==> src/rtl/sign_mag_accum.sv <==
// Sign-magnitude block accumulator: sums LEN N-bit samples into an ACC_N-bit result.
// Optional macro SIGN_MAG_ACCUM_SAT_EN saturates the magnitude on overflow instead of wrapping.
module sign_mag_accum #(
  parameter int N     = 5,
  parameter int ACC_N = 8,
  parameter int LEN   = 4
) (
  input  logic             clk,
  input  logic             reset,
  input  logic [N-1:0]     in_data,
  input  logic             in_valid,
  output logic             in_ready,
  output logic [ACC_N-1:0] out_data,
  output logic             out_valid,
  input  logic             out_ready,
  output logic             ovf
);

  localparam int CNT_W = (LEN > 2) ? $clog2(LEN) : 1;
  localparam logic [CNT_W-1:0] LAST = CNT_W'(LEN - 1);

  typedef enum logic [0:0] {ACCUM = 1'b0, DONE = 1'b1} state_t;

  state_t           state_q, state_d;
  logic [ACC_N-1:0] acc_q, acc_d;
  logic [CNT_W-1:0] count_q, count_d;
  logic [ACC_N-1:0] out_data_q, out_data_d;
  logic             out_valid_q, out_valid_d;
  logic             ovf_q, ovf_d;
  logic [ACC_N:0]   step_s;

  // Returns {overflow, sum}; negative-zero operands behave as +0 and zero results are forced positive.
  function automatic logic [ACC_N:0] smadd(input logic [ACC_N-1:0] a, input logic [N-1:0] b);
    logic [ACC_N-2:0] ma;
    logic [ACC_N-2:0] mb;
    logic [ACC_N-1:0] wide;
    logic [ACC_N-2:0] mag;
    logic             sa;
    logic             sb;
    logic             sgn;
    logic             of;
    ma      = a[ACC_N-2:0];
    mb      = '0;
    mb[N-2:0] = b[N-2:0];
    sa      = a[ACC_N-1] && (ma != '0);
    sb      = b[N-1] && (mb != '0);
    wide    = '0;
    of      = 1'b0;
    if (sa == sb) begin
      wide = {1'b0, ma} + {1'b0, mb};
      sgn  = sa;
      of   = wide[ACC_N-1];
`ifdef SIGN_MAG_ACCUM_SAT_EN
      if (of) begin
        mag = '1;
      end else begin
        mag = wide[ACC_N-2:0];
      end
`else
      mag = wide[ACC_N-2:0];
`endif
    end else if (ma >= mb) begin
      mag = ma - mb;
      sgn = sa;
    end else begin
      mag = mb - ma;
      sgn = sb;
    end
    if (mag == '0) begin
      sgn = 1'b0;
    end else begin
      sgn = sgn;
    end
    return {of, sgn, mag};
  endfunction

  assign step_s    = smadd(acc_q, in_data);
  assign in_ready  = (state_q == ACCUM);
  assign out_data  = out_data_q;
  assign out_valid = out_valid_q;
  assign ovf       = ovf_q;

  // Next-state and datapath for the accumulate / present cycle.
  always_comb begin
    state_d     = state_q;
    acc_d       = acc_q;
    count_d     = count_q;
    out_data_d  = out_data_q;
    out_valid_d = out_valid_q;
    ovf_d       = ovf_q;
    case (state_q)
      ACCUM: begin
        if (in_valid) begin
          acc_d   = step_s[ACC_N-1:0];
          count_d = count_q + CNT_W'(1);
          ovf_d   = ovf_q | step_s[ACC_N];
          if (count_q == LAST) begin
            out_data_d  = step_s[ACC_N-1:0];
            out_valid_d = 1'b1;
            state_d     = DONE;
          end else begin
            out_valid_d = 1'b0;
          end
        end else begin
          state_d = ACCUM;
        end
      end
      DONE: begin
        if (out_ready) begin
          acc_d       = '0;
          count_d     = '0;
          ovf_d       = 1'b0;
          out_valid_d = 1'b0;
          state_d     = ACCUM;
        end else begin
          state_d = DONE;
        end
      end
      default: begin
        state_d     = ACCUM;
        out_valid_d = 1'b0;
      end
    endcase
  end

  // State registers with synchronous reset.
  always_ff @(posedge clk) begin
    if (reset) begin
      state_q     <= ACCUM;
      acc_q       <= '0;
      count_q     <= '0;
      out_data_q  <= '0;
      out_valid_q <= 1'b0;
      ovf_q       <= 1'b0;
    end else begin
      state_q     <= state_d;
      acc_q       <= acc_d;
      count_q     <= count_d;
      out_data_q  <= out_data_d;
      out_valid_q <= out_valid_d;
      ovf_q       <= ovf_d;
    end
  end

endmodule

==> config.mk <==
export PLATFORM = sky130hd
export DESIGN_NAME = sign_mag_accum
export DESIGN_NICKNAME = d
export VERILOG_FILES = /design/src/rtl/sign_mag_accum.sv
export SDC_FILE = /design/constraint.sdc
export NUM_CORES = 1
export LEC_CHECK = 0
export BUFFER_PORTS_ARGS = -buffer_cell sky130_fd_sc_hd__buf_2
export CORE_MARGIN = 5
export CORE_UTILIZATION = 61
export DETAILED_ROUTE_END_ITERATION = 10
export HOLD_SLACK_MARGIN = 0.05
export PLACE_DENSITY_LB_ADDON = 0.1
export SLEW_MARGIN = 20
export SYNTH_ARGS = -nofsm -noshare
export SYNTH_HDL_FRONTEND = slang
export SYNTH_SLANG_ARGS = --single-unit
export TNS_END_PERCENT = 50
==> constraint.sdc <==
create_clock -name clk -period 6 [get_ports clk]
set_clock_uncertainty 0.2 [all_clocks]
set_input_delay 0.9 -clock clk [delete_from_list [all_inputs] [get_ports clk]]
set_output_delay 0.9 -clock clk [all_outputs]
set_load 0.01 [all_outputs]
==> results.md, run 1 <==
- Hold Fails Final Rpt: 0
- Worst IR Drop VDD: approximately 260 uV
- CP Launch Type: input pin
- DRT Pass-1 Iters: 4
- First-pass GRT wire length: 5870 um
- Pleak: 0.724 nW
- Die ar.: 3590 sq um
- Overflow after GRT: 0
- Crit-path leading delay family: simple AND/OR/NAND/NOR gates
- Port-buffer cells: 19
- Top_reg_cell synth: dfxtp_1
- Final setup vio count: 0
- DR vias/cell: just under 6
- Worst-path fanout max: 6
- Placement Rows: 18
- Initial core utilization: 62.5%
- Layout net count: 218
- Syn_area_per_cell: ~8.6 sq um
- Final Wtd Congestion: 0.989
- Antenna Violating Nets Remaining: 0
- Crit share post-route: around 57%
- Core area: 2430 sq um
- Slowest stage cell, crit path: or3_1
- Post-CTS Hold Buffers: 0
- EDFF count, synth: 0
- Post-CTS setup buffers: 0
- Kind of critical path: in -> reg
- Overall die height: 59.9 um
- Layout area overhead: 8.31%
- Mapped Cells: around 180
- Yosys warns: 0
- Mapped cell area: 1520 sq um
- Die W: 59.9 um
- Resized cells post-CTS: 0
- Initial antenna violation count: 0
- Worst Hold End: out_data[1]
- Arr. time, crit path: 3.44 ns
- Data required, critical path: 6.00 ns
- Worst Min Path Start: out_data[1]
- Clock Path Buffers: 2
- CTS tree: done
- Post-Route Setup TNS: 0 ns
- Seq/Total Area, Yosys: 27.7%
- Pwr Total: between 500 and 600 uW
- Hold slack: 0.259 ns
- Layout cells sized above 1: 18.2%
- Post-synth cell types: 46
- Post-synth top area share: between 20 and 30%
- Final min period: 3.44 ns
- Root buffer cell: clkbuf_4
- # IOs: 20
- Unrepaired setup endpoints after global routing: no
- WL final: 3420 um
- Drt initial violations: 76
- Total track usage: 21.4%
- Synth Net Count: 201
- TritonCTS Buffers: 3
- Largest net degree at the start of global routing: 23
- HP Class: reg -> reg
- Reg2Reg Launch Point: acc_q[3]
- Pre-CTS setup slack: 2.26 ns
- Clk slew on worst S/H paths: roughly 0.11 ns
- Crit path buffers/inverters: 2
- Worst slew margin: between 30% and 40%
- Seq cells post-synth: 21
- Residual DRC count: 0
- Worst path cell trace: buf_2 -> inv_1 -> ha_1 -> and4_1 -> or3_1 -> nor2_4 -> mux2i_1 -> mux2i_1 -> nor4b_2 -> nor4b_2 -> o21ai_1
- Setup crit end kind: register
- Achievable Freq: around 290 MHz
- Delay of the slowest cell on the worst path: 0.42 ns
- Via count: 1,311
- Result of the run: complete, no violations
- Fin worst setup slack: 2.56 ns
- Async SR Flop Fraction: 0%
- R2r endpoint: out_data[7]
- N_diodes: 0
- Measured slew at the worst slew-check pin: about 0.92 ns
- Max-Cap Viols: 0
- Number of global-route vias before repair: 1,273
- Reg2reg path depth: 9
- Pwr dens: roughly 340 nW/um^2
- Clk_lat worst skew: roughly 0.30 ns
- Post-DP HPWL: between 2000 and 3000 um
- Most area-consuming cells after synthesis: dfxtp_1, ha_1, a21oi_1, mux2i_1, nor2_1
- Wire per inst: 15.4 um
- Max-slew violations: 0
- R2R setup slack: 2.95 ns
- Utilization after layout: 67.7%
- Clk sinks: 21
- Largest area contributor in the netlist: dfxtp_1
- Worst hold path cell count: 2
- Htree depth: 1
[cells in the final DEF (no fill, tap or decap), types with 4 or more instances in the layout]
cell	n
dfxtp_1	21
buf_2	19
nor2_1	17
inv_1	16
a21oi_1	14
nand2_1	14
ha_1	13
mux2i_1	7
a22oi_1	6
a211oi_1	4
nand3b_1	4
[logic make-up (layout without fill, tap and decap cells)]
logic type,after synthesis,in the layout,synth area share (%)
and+or+nand+nor,56,56,20.7
AOI/OAI and AO/OA,45,45,20.6
buffers and inverters,23,39,6.17
DFF,21,21,27.7
adders and majority gates,16,16,14.7
muxes,9,9,6.34
xor gates and xnor gates,6,6,3.95
[registers in the layout, summed over array words and instances (netlist names)]
name and count:
ovf 1, count_q 2, acc_q 8, out_data 8, out_valid 1, state_q 1
[per-stage QoR]
stage | area [sq um] | std cells
finish | 1650 | 222
floorplan | 1520 | 176
CTS | 1650 | 222
detailed placement | 1620 | 218
global placement | 1620 | 218
global route | 1650 | 222
[metal layers]
layer	vias to the layer above	GRT usage, %	part of all wire [%]
met5	-	0	0
met4	0	4.43	0.79
met3	4	4.97	6.0
met2	39	35.0	49
met1	622	28.6	44
li1	646	-	-
[worst max path at each step]
stage               start          end  slack (ns)  depth (start not counted)
2_1_floorplan  in_data[3]  out_data[7]        2.68                         11
3_3_place_gp   in_data[1]  out_data[7]        2.42                         11
3_5_place_dp   in_data[1]  out_data[7]        2.26                         11
4_1_cts        in_data[1]  out_data[7]        2.59                         11
5_1_grt        in_data[1]  out_data[7]        2.35                         11
6_report       in_data[1]  out_data[7]        2.56                         11
[cell type report]
cell class / instances / area (sq um)
multi-input combinational: 132 / 1010
clock inverter: 1 / 5.00
timing repair buffer: 19 / 95.1
tap: 30 / 37.5
sequential: 21 / 420
fill: 205 / 786
inverter: 16 / 60.1
clock buffer: 3 / 22.5
[worst reg2reg max path, cell delays in order, from the launching register on]
cell and delay (ns):
dfxtp_1 0.45, ha_1 0.37, and4_1 0.23, or3_1 0.42, nor2_4 0.20, mux2i_1 0.20, mux2i_1 0.14, nor4b_2 0.30
nor4b_2 0.32, o21ai_1 0.11
[cell usage after synthesis (4+ instances only)]
master	count
a211oi_1	4
a22oi_1	6
a21oi_1	14
ha_1	13
clkbuf_1	6
dfxtp_1	21
nand3b_1	4
inv_1	16
nor2_1	17
nand2_1	14
mux2i_1	7
[power by group]
part	switching, mW	total, mW	internal, mW
Sequential	0.0233	0.178	0.154
Clock	0.0424	0.0673	0.0249
Combinational	0.171	0.308	0.137
Total	0.236	0.553	0.316
Note: power is estimated with default switching activity, not from simulation.
==> inputs of run 2 (changes only) <==
--- a/config.mk
+++ b/config.mk
@@ -7,7 +7,7 @@
 export LEC_CHECK = 0
 export BUFFER_PORTS_ARGS = -buffer_cell sky130_fd_sc_hd__buf_2
 export CORE_MARGIN = 5
-export CORE_UTILIZATION = 61
+export CORE_UTILIZATION = 51
 export DETAILED_ROUTE_END_ITERATION = 10
 export HOLD_SLACK_MARGIN = 0.05
 export PLACE_DENSITY_LB_ADDON = 0.1
==> constraint.sdc (replaced) <==
create_clock -name clk -period 2.9 [get_ports clk]
set_clock_uncertainty 0.2 [all_clocks]
set_input_delay 0.435 -clock clk [delete_from_list [all_inputs] [get_ports clk]]
set_output_delay 0.435 -clock clk [all_outputs]
set_load 0.01 [all_outputs]
==> results.md, run 2 (synthesis gave the netlist of run 1 again) <==
- Post-CTS Hold Buffers: 0 (unchanged)
- Fin worst setup slack: 0.0506 ns (was 2.56 ns)
- CP Launch Point: acc_q[1] (was in_data[1])
- Pwr dens: 760 nW/um^2 (was 336 nW/um^2)
- Commonest non-fill, non-tap cell in the layout: buf_4 (was dfxtp_1)
- Antenna Violating Nets Remaining: 0 (unchanged)
- Largest net degree at the start of global routing: 23 (unchanged)
- Max-Cap Viols: 0 (unchanged)
- Setup crit end: out_data[7] (unchanged)
- Via count: 1,460 (was 1,311)
- Wire per inst: 15.1 um (was 15.4 um)
- Total track usage: 18.8% (was 21.4%)
- Layout net count: 253 (was 218)
- Initial antenna violation count: 0 (unchanged)
- Final min period: 2.85 ns
- Root buffer cell: clkbuf_4 (unchanged)
- # fillers: 224 (was 205)
- Die W: 64.6 um (was 59.9 um)
- Pwr Total: 1.52 mW (was 553 uW)
- Drt initial violations: 60 (was 76)
- CTS tree: done (unchanged)
- Most frequent CP cell: buf_4
- Pleak: 0.899 nW (was 0.724 nW)
- Delay of the slowest cell on the worst path: 0.50 ns (was 0.42 ns)
- Number of global-route vias before repair: 1,364 (was 1,273)
- Slowest stage cell, crit path: or4_4 (was or3_1)
- R2r endpoint: out_data[7] (unchanged)
- Reg2Reg Launch Point: acc_q[1] (was acc_q[3])
- Measured slew at the worst slew-check pin: 0.847 ns (was 0.921 ns)
- Htree depth: 1 (unchanged)
- Result of the run: complete, no violations (unchanged)
- N_diodes: 0 (unchanged)
- HP Class: in -> reg (was reg -> reg)
- Max-slew violations: 0 (unchanged)
- Clk slew on worst S/H paths: 0.13 ns (was 0.11 ns)
- TritonCTS Buffers: 3 (unchanged)
- CP Launch Type: register (was input pin)
- Clock Path Buffers: 2 (unchanged)
- Layout area overhead: 31.5% (was 8.31%)
- DR vias/cell: 5.66 (was 5.91)
- Post-route insts no fill: 258 (was 222)
- Final setup vio count: 0 (unchanged)
- Kind of critical path: reg -> reg (was in -> reg)
- Placed instance count: 251 (was 218)
- Initial core utilization: 54.2% (was 62.5%)
- Crit share post-route: 98.3%
- Pre-CTS setup slack: -0.213 ns (was 2.26 ns)
- Post-DP HPWL: 3010 um (was 2780 um)
- Number of stages on the worst setup path: 10 (was 11)
- Crit path buffers/inverters: 2 (unchanged)
- First-pass GRT wire length: 6350 um (was 5870 um)
- Die ar.: 4170 sq um (was 3590 sq um)
- Crit-path leading delay family: simple AND/OR/NAND/NOR gates (unchanged)
- Most frequent cells in the layout: buf_4, buf_2, nor2_1, dfxtp_1, inv_1 (was dfxtp_1, buf_2, nor2_1, inv_1)
- Post-Route Setup TNS: 0 ns (unchanged)
- # IOs: 20 (unchanged)
- Overflow after GRT: 0 (unchanged)
- R2R setup slack: 0.05 ns (was 2.95 ns)
- WL final: 3890 um (was 3420 um)
- Achievable Freq: between 300 and 400 MHz
- Worst IR Drop VDD: 398 uV (was 265 uV)
- Hold Fails Final Rpt: 0 (unchanged)
- Port-buffer cells: 19 (unchanged)
- Residual DRC count: 0 (unchanged)
- Setup crit end kind: register (unchanged)
- Worst slew margin: 43.5% (was 38.5%)
- Data required, critical path: 2.92 ns (was 6.00 ns)
- Placement Rows: 19 (was 18)
- Final Wtd Congestion: 0.911 (was 0.989)
- DRT Pass-1 Iters: 4 (unchanged)
- Layout cells sized above 1: 38.8% (was 18.2%)
- Reg2reg path depth: 10 (was 9)
- Clk sinks: 21 (unchanged)
- Overall die height: 64.6 um (was 59.9 um)
- Clk_lat worst skew: 0.31 ns (was 0.30 ns)
- Core area: 2810 sq um (was 2430 sq um)
- Worst-path fanout max: 5 (was 6)
- Arr. time, crit path: 2.87 ns (was 3.44 ns)
- Worst path cell trace: buf_4 -> or4_4 -> o21ai_4 -> xor2_1 -> buf_4 -> and3_1 -> a211oi_2 -> nor4b_2 -> nor4b_4 -> o21ai_1 (was buf_2 -> inv_1 -> ha_1 -> and4_1 -> or3_1 -> nor2_4 -> mux2i_1 -> mux2i_1 -> nor4b_2 -> nor4b_2 -> o21ai_1)
- Hold slack: 0.117 ns (was 0.259 ns)
-- run 2: changes by cell type in the layout (fill, tap and decap cells not counted), moves of 2 or more --
cell     before  now
buf_4         0   35
dfxtp_1      21   17
dfxtp_2       0    2
dfxtp_4       0    2
ha_1         13   10
ha_2          0    2
mux2i_1       7    4
mux2i_2       0    3
-- run 2: worst min-delay path by stage --
| stage | from | end | slack (ns) | cells past startpoint |
|---|---|---|---|---|
| 4_1_cts | out_ready | ovf | 0.12 | 2 |
| 2_1_floorplan | count_q[1] | count_q[1] | 0.27 | 2 |
| 3_5_place_dp | out_data[6] | out_data[6] | 0.25 | 2 |
| 5_1_grt | out_ready | ovf | 0.11 | 2 |
| 6_report | out_ready | ovf | 0.12 | 2 |
| 3_3_place_gp | out_data[5] | out_data[5] | 0.24 | 2 |
-- run 2: layout make-up --
type / count / area [sq um] / share of cell area (%)
Multi-Input combinational cell: 132 / 1080 / 54.3
Sequential cell: 21 / 430 / 21.5
Timing Repair Buffer: 54 / 358 / 17.9
Inverter: 16 / 60.1 / 3.00
Tap cell: 31 / 38.8 / 1.94
Clock buffer: 3 / 22.5 / 1.13
Clock inverter: 1 / 5.00 / 0.250
-- run 2: stage by stage --
stage,utilization [%],cell area [sq um]
global placement,66.3,1860
detailed placement,66.3,1860
CTS,67.4,1890
finish,71.3,2000
global route,71.3,2000
floorplan,-,1520
-- run 2: worst reg2reg max path, stage by stage, from the launching register on --
cell and delay, ns:
dfxtp_4 0.40, buf_4 0.14, or4_4 0.50, o21ai_4 0.20, xor2_1 0.14, buf_4 0.18
and3_1 0.17, a211oi_2 0.23, nor4b_2 0.25, nor4b_4 0.26, o21ai_1 0.10
-- run 2: what timing repair did --
item,in CTS,in global routing
setup buffers,0,3
pin swaps,0,3
resized for setup,1,21
hold endpoints to repair,0,0
endpoints found under the setup margin,2,5
-- run 2: report_power, final --
group / switching [mW] / total, mW / internal (mW)
clock network: 0.0940 / 0.146 / 0.0516
registers: 0.0410 / 0.363 / 0.322
logic: 0.471 / 1.01 / 0.538
-- run 2: layer usage --
metal / wire length (um) / global-route usage (%) / vias to the layer above
met1: 1740 / 26.2 / 703
li1: - / - / 717
met2: 1920 / 31.4 / 38
met5: 0 / 0 / -
met4: 14 / 1.58 / 0
met3: 213 / 3.80 / 2
